### config.mk
export PLATFORM = sky130hd
export DESIGN_NAME = pipe_stage_reg
export DESIGN_NICKNAME = d
export VERILOG_FILES = /design/src/rtl/pipe_pkg.sv /design/src/rtl/pipe_stage_reg.sv
export SDC_FILE = /design/constraint.sdc
export NUM_CORES = 1
export LEC_CHECK = 0
export BUFFER_PORTS_ARGS = -buffer_cell sky130_fd_sc_hd__buf_4
export CAP_MARGIN = 10
export CORE_MARGIN = 10
export CORE_UTILIZATION = 54
export CTS_BUF_LIST = sky130_fd_sc_hd__clkbuf_16
export DETAILED_ROUTE_END_ITERATION = 16
export GPL_ROUTABILITY_DRIVEN = 0
export PLACE_DENSITY_LB_ADDON = 0.25
export REMOVE_ABC_BUFFERS = 1
export SYNTH_ARGS = -nofsm -noshare
export SYNTH_HDL_FRONTEND = slang
export SYNTH_SLANG_ARGS = --single-unit
### constraint.sdc
create_clock -name clk -period 1.6 [get_ports clk]
set_input_delay 0.08 -clock clk [delete_from_list [all_inputs] [get_ports clk]]
set_output_delay 0.08 -clock clk [all_outputs]
set_load 0.005 [all_outputs]
### src/rtl/pipe_pkg.sv
// rtl/pipe_pkg.sv - shared types and default widths for pipeline stage registers
//
// Contents:
//   ps_state_e    occupancy state of a stage: empty, main entry full, main+skid full
//   DEF_DATA_W    default channel width used by stage instantiations
//   DEF_NUM_CH    default channel count used by stage instantiations
package pipe_pkg;

    typedef enum logic [1:0] {
        PS_EMPTY = 2'd0,
        PS_FULL  = 2'd1,
        PS_SKID  = 2'd2
    } ps_state_e;

    localparam int DEF_DATA_W = 32;
    localparam int DEF_NUM_CH = 2;

endpackage

### src/rtl/pipe_stage_reg.sv
// rtl/pipe_stage_reg.sv - valid/ready pipeline stage register with optional skid entry
//
// Parameters:
//   DATA_W     width of one channel
//   NUM_CH     number of channels, channel 0 in the LSBs
//   SKID_EN    1: two entries, in_ready registered; 0: one entry, in_ready combinational
//   RESET_VAL  per-channel value loaded on reset and flush
// Ports:
//   clk        rising-edge clock
//   rst        synchronous active-high reset
//   flush      synchronous squash of all held beats
//   in_valid   upstream beat present
//   in_ready   stage accepts a beat this cycle
//   in_data    upstream payload (NUM_CH*DATA_W)
//   out_valid  out_data holds a valid beat
//   out_ready  downstream accepts (legacy stall maps to !stall)
//   out_data   oldest held beat (NUM_CH*DATA_W)
module pipe_stage_reg
    import pipe_pkg::*;
#(
    parameter int                DATA_W    = DEF_DATA_W,
    parameter int                NUM_CH    = DEF_NUM_CH,
    parameter int                SKID_EN   = 1,
    parameter logic [DATA_W-1:0] RESET_VAL = '0
) (
    input  logic                     clk,
    input  logic                     rst,
    input  logic                     flush,
    input  logic                     in_valid,
    output logic                     in_ready,
    input  logic [NUM_CH*DATA_W-1:0] in_data,
    output logic                     out_valid,
    input  logic                     out_ready,
    output logic [NUM_CH*DATA_W-1:0] out_data
);

    localparam int W = NUM_CH * DATA_W;

    logic [W-1:0] rst_vec;
    ps_state_e    state_q, state_d;
    logic [W-1:0] main_q, main_d;
    logic         in_ready_c;
    logic         accept;
    logic         emit;

    for (genvar c = 0; c < NUM_CH; c++) begin : g_rst_ch
        assign rst_vec[c*DATA_W +: DATA_W] = RESET_VAL;
    end

    assign out_valid = (state_q != PS_EMPTY);
    assign out_data  = main_q;
    assign in_ready  = in_ready_c;
    assign accept    = in_valid && in_ready_c;
    assign emit      = out_valid && out_ready;

    // Main entry and state are shared by both modes; only next-state logic differs.
    always_ff @(posedge clk) begin
        if (rst) begin
            state_q <= PS_EMPTY;
            main_q  <= rst_vec;
        end else begin
            state_q <= state_d;
            main_q  <= main_d;
        end
    end

    if (SKID_EN != 0) begin : g_skid
        logic [W-1:0] skid_q, skid_d;

        // Ready comes from state only, so out_ready never reaches in_ready.
        assign in_ready_c = !rst && (state_q != PS_SKID);

        always_comb begin
            state_d = state_q;
            main_d  = main_q;
            skid_d  = skid_q;
            case (state_q)
                PS_EMPTY: begin
                    if (accept) begin
                        state_d = PS_FULL;
                        main_d  = in_data;
                    end
                end
                PS_FULL: begin
                    if (accept && emit) begin
                        main_d = in_data;
                    end else if (accept) begin
                        // Downstream stalled: park the new beat behind main.
                        state_d = PS_SKID;
                        skid_d  = in_data;
                    end else if (emit) begin
                        state_d = PS_EMPTY;
                    end
                end
                PS_SKID: begin
                    if (emit) begin
                        state_d = PS_FULL;
                        main_d  = skid_q;
                    end
                end
                default: state_d = PS_EMPTY;
            endcase
            if (flush) begin
                state_d = PS_EMPTY;
                main_d  = rst_vec;
                skid_d  = rst_vec;
            end
        end

        always_ff @(posedge clk) begin
            if (rst) begin
                skid_q <= rst_vec;
            end else begin
                skid_q <= skid_d;
            end
        end
    end else begin : g_direct
        // A departing beat frees the single entry in the same cycle.
        assign in_ready_c = !rst && (!out_valid || out_ready);

        always_comb begin
            state_d = state_q;
            main_d  = main_q;
            if (accept) begin
                state_d = PS_FULL;
                main_d  = in_data;
            end else if (emit) begin
                state_d = PS_EMPTY;
            end
            if (flush) begin
                state_d = PS_EMPTY;
                main_d  = rst_vec;
            end
        end
    end

endmodule

==> summary.txt <==
Routing
  • Top layer in use: met4
  • Metal3 WL: 1490 microns
  • Vias per cell: 6.31
  • Antenna-violating nets left: 0
  • # DRC: 0
  • Vias: 5882
  • Routed WL per cell: 20.7 microns
  • Post-Route WL: 19300 microns
  • Wire length on met2: 9520 microns
  • First-pass DRT Iterations: 7
  • Starting DRT DRC Count: 646
  • Met1 Wirelength: 7860 microns

Yosys
  • Post-synth EDFFs: 0
  • Prevailing post-synth register cell: dfxtp_1
  • Yosys warning total: 0
  • Asr flop ratio synth: 0%
  • FF+latch count, synth: 130
  • Sequential fraction of the synthesis area: 44.0%
  • Post-synthesis instance total: 621
  • Synth unique cells: 30
  • Post-Syn Area: 0.00591 sq mm
  • Syn Area/Cell: between 9 and 10 sq um

Cells and area
  • Antenna Cells: 0
  • Layout cell share with drive strength beyond 1: between 20% and 30%
  • # fillers: 724
  • Fin cells: 932
  • Post-layout nets: 850
  • Finished Core Util: 75.4%
  • Layout area overhead: 37.5%
  • Most frequent cells in the layout: buf_4 (156), dfxtp_1 (128), mux2i_1 (65), a21oi_1 (65)
  • Commonest non-fill, non-tap cell in the layout: buf_4

Global route
  • Initial antenna violation count: 0
  • Pin count of the biggest net entering global routing: 57
  • Vias in the first global route: 6157
  • GRT Total Usage: 23.8%
  • Remaining global-route overflow: 0
  • First-pass GRT wire length: 31300 microns

STA
  • RSZ-0062 raised after global routing: no
  • Final setup viols: 0
  • Final worst path period need: 1.56 ns
  • Pins Over Slew Limit: 0
  • Fin crit share: 97.8%
  • Worst slew pin tran: 0.411 ns
  • F_max: 639 MHz
  • Final hold viol count: 0
  • Max_slew headroom: between 70% and 80%
  • PnR worst setup slack: ~0.035 ns
  • Final Skew: about 0.0065 ns

Critical path
  • Depth of the worst register-to-register path: 4
  • Crit-path max FO: 11
  • CP Launch Point: state_q[1]
  • R2R setup slack: around 0.070 ns
  • Worst EP arrival: 1.48 ns
  • Critical path class: reg -> out
  • CP Capture Point: in_ready
  • FF-to-FF Start: state_q[0]
  • CP endpoint kind: output pin
  • Critical Path Source Type: flop
  • Critical path required time: 1.52 ns
  • R2R Path End: out_data[31]

Clocking
  • Worst-Skew Late Latency: 0.41 ns
  • Clock sink count: 130
  • CTS Root Cell: clkbuf_16
  • H-tree level count: 4
  • Total CTS buffers: 17
  • Clk slew on worst S/H paths: 0.06 ns
  • CTS tree: done
  • Clock buffer depth: 2

Placement
  • Cell Count Post-Placement: 836
  • Detailed placer's ending HPWL: roughly 12000 microns
  • DP Worst Slack: 0.0420 ns
  • Port buffer count: ~130

Floorplanning
  • Vert. Die Dim: roughly 120 microns
  • Horiz. Die Dim: 125 microns
  • Core ar.: 0.0108 sq mm
  • Die Area: roughly 0.016 sq mm
  • Starting density of the core: between 50% and 60%
  • I/O Pins: 135
  • Row count: 38

Job
  • Max-cap violation count: 0

Power
  • Power Dens Cells: 967 mW/mm^2
  • Peak supply drop: about 600 uV
  • Leak: 3.44 nW

Min path
  • Worst Hold Class: in -> reg

Run status
  • Status: completed
==> stage by stage <==
step | TNS [ns] | instance area (sq um) | power, mW | hold WS [ns]
after floorplan | -174.12 | 5390 | 3.73 | 0.153
after global placement | 0 | 6910 | 4.19 | 0.294
after detailed placement | 0 | 6910 | 4.21 | 0.303
after CTS | 0 | 8120 | 7.85 | 0.00563
after global routing | 0 | 8130 | 8.08 | 0.00153
final | 0 | 8130 | 7.86 | 0.00816
==> routing by layer <==
metal / up-vias / global-route usage [%]
met5: - / 0
met4: 0 / 8.43
met3: 36 / 6.00
met2: 298 / 39.4
met1: 2831 / 29.1
li1: 2717 / -
==> cell families (layout without fill, tap and decap cells) <==
family,Yosys count,count (layout),synth area share (%)
mux,65,65,11.0
flops,130,130,44.0
buf+inv,89,260,8.95
simple gates,77,77,7.00
compound gates,260,260,29.0
==> worst min-delay path by stage <==
stage,slack (ns),cells past startpoint,startpoint,to
6_report,0.008,3,in_data[20],g_skid.skid_q[20]
5_1_grt,0.002,3,in_data[20],g_skid.skid_q[20]
4_1_cts,0.006,3,in_data[20],g_skid.skid_q[20]
3_5_place_dp,0.30,2,out_ready,state_q[1]
3_3_place_gp,0.29,2,out_ready,state_q[1]
2_1_floorplan,0.15,1,out_ready,state_q[1]
==> flip-flops by register name, indices dropped and copies added, names as in the netlist <==
signal and count:
state_q 2, out_data 64, g_skid.skid_q 64
==> repair_timing <==
action / 4_1_cts / 5_1_grt
setup endpoints to repair: 1 / 2
gates resized for setup: 3 / 1
hold endpoints to repair: 64 / 0
setup buffers: 0 / 1
cloned: 1 / 0
hold buffers: 64 / 0
==> critical path, cell delays in order (launching register included) <==
cell and delay, ns:
dfxtp_4 0.37, buf_4 0.14, nand2b_4 0.10, buf_12 0.17
and2_1 0.16, buf_4 0.13
==> area by class of cell <==
class                           count  area, sq um  area share (%)
Inverter                            1         3.75          0.0461
Clock inverter                     13          105            1.29
Clock buffer                       17          425            5.23
Timing Repair Buffer              229         2000            24.6
Multi-Input combinational cell    402         2810            34.6
Tap cell                          140          175            2.15
Sequential cell                   130         2610            32.1
==> synth_stat cells, types with 2 or more instances <==
cell type | count | area (sq um)
clkbuf_1 | 35 | 131
buf_2 | 34 | 170
buf_1 | 3 | 11.3
a21oi_1 | 65 | 325
nand3_1 | 64 | 320
mux2i_1 | 65 | 651
a211oi_1 | 64 | 480
a311oi_1 | 64 | 561
o21ai_0 | 64 | 320
clkbuf_4 | 2 | 15.0
buf_6 | 8 | 90.1
dfxtp_1 | 130 | 2600
buf_12 | 5 | 100
nand2b_1 | 2 | 12.5
==> where the power goes <==
part	switching (mW)	internal [mW]
logic	0.471	0.471
clock network	1.35	2.22
registers	0.0458	3.30
total	1.87	5.99
Note: power is estimated with default switching activity, not from simulation.
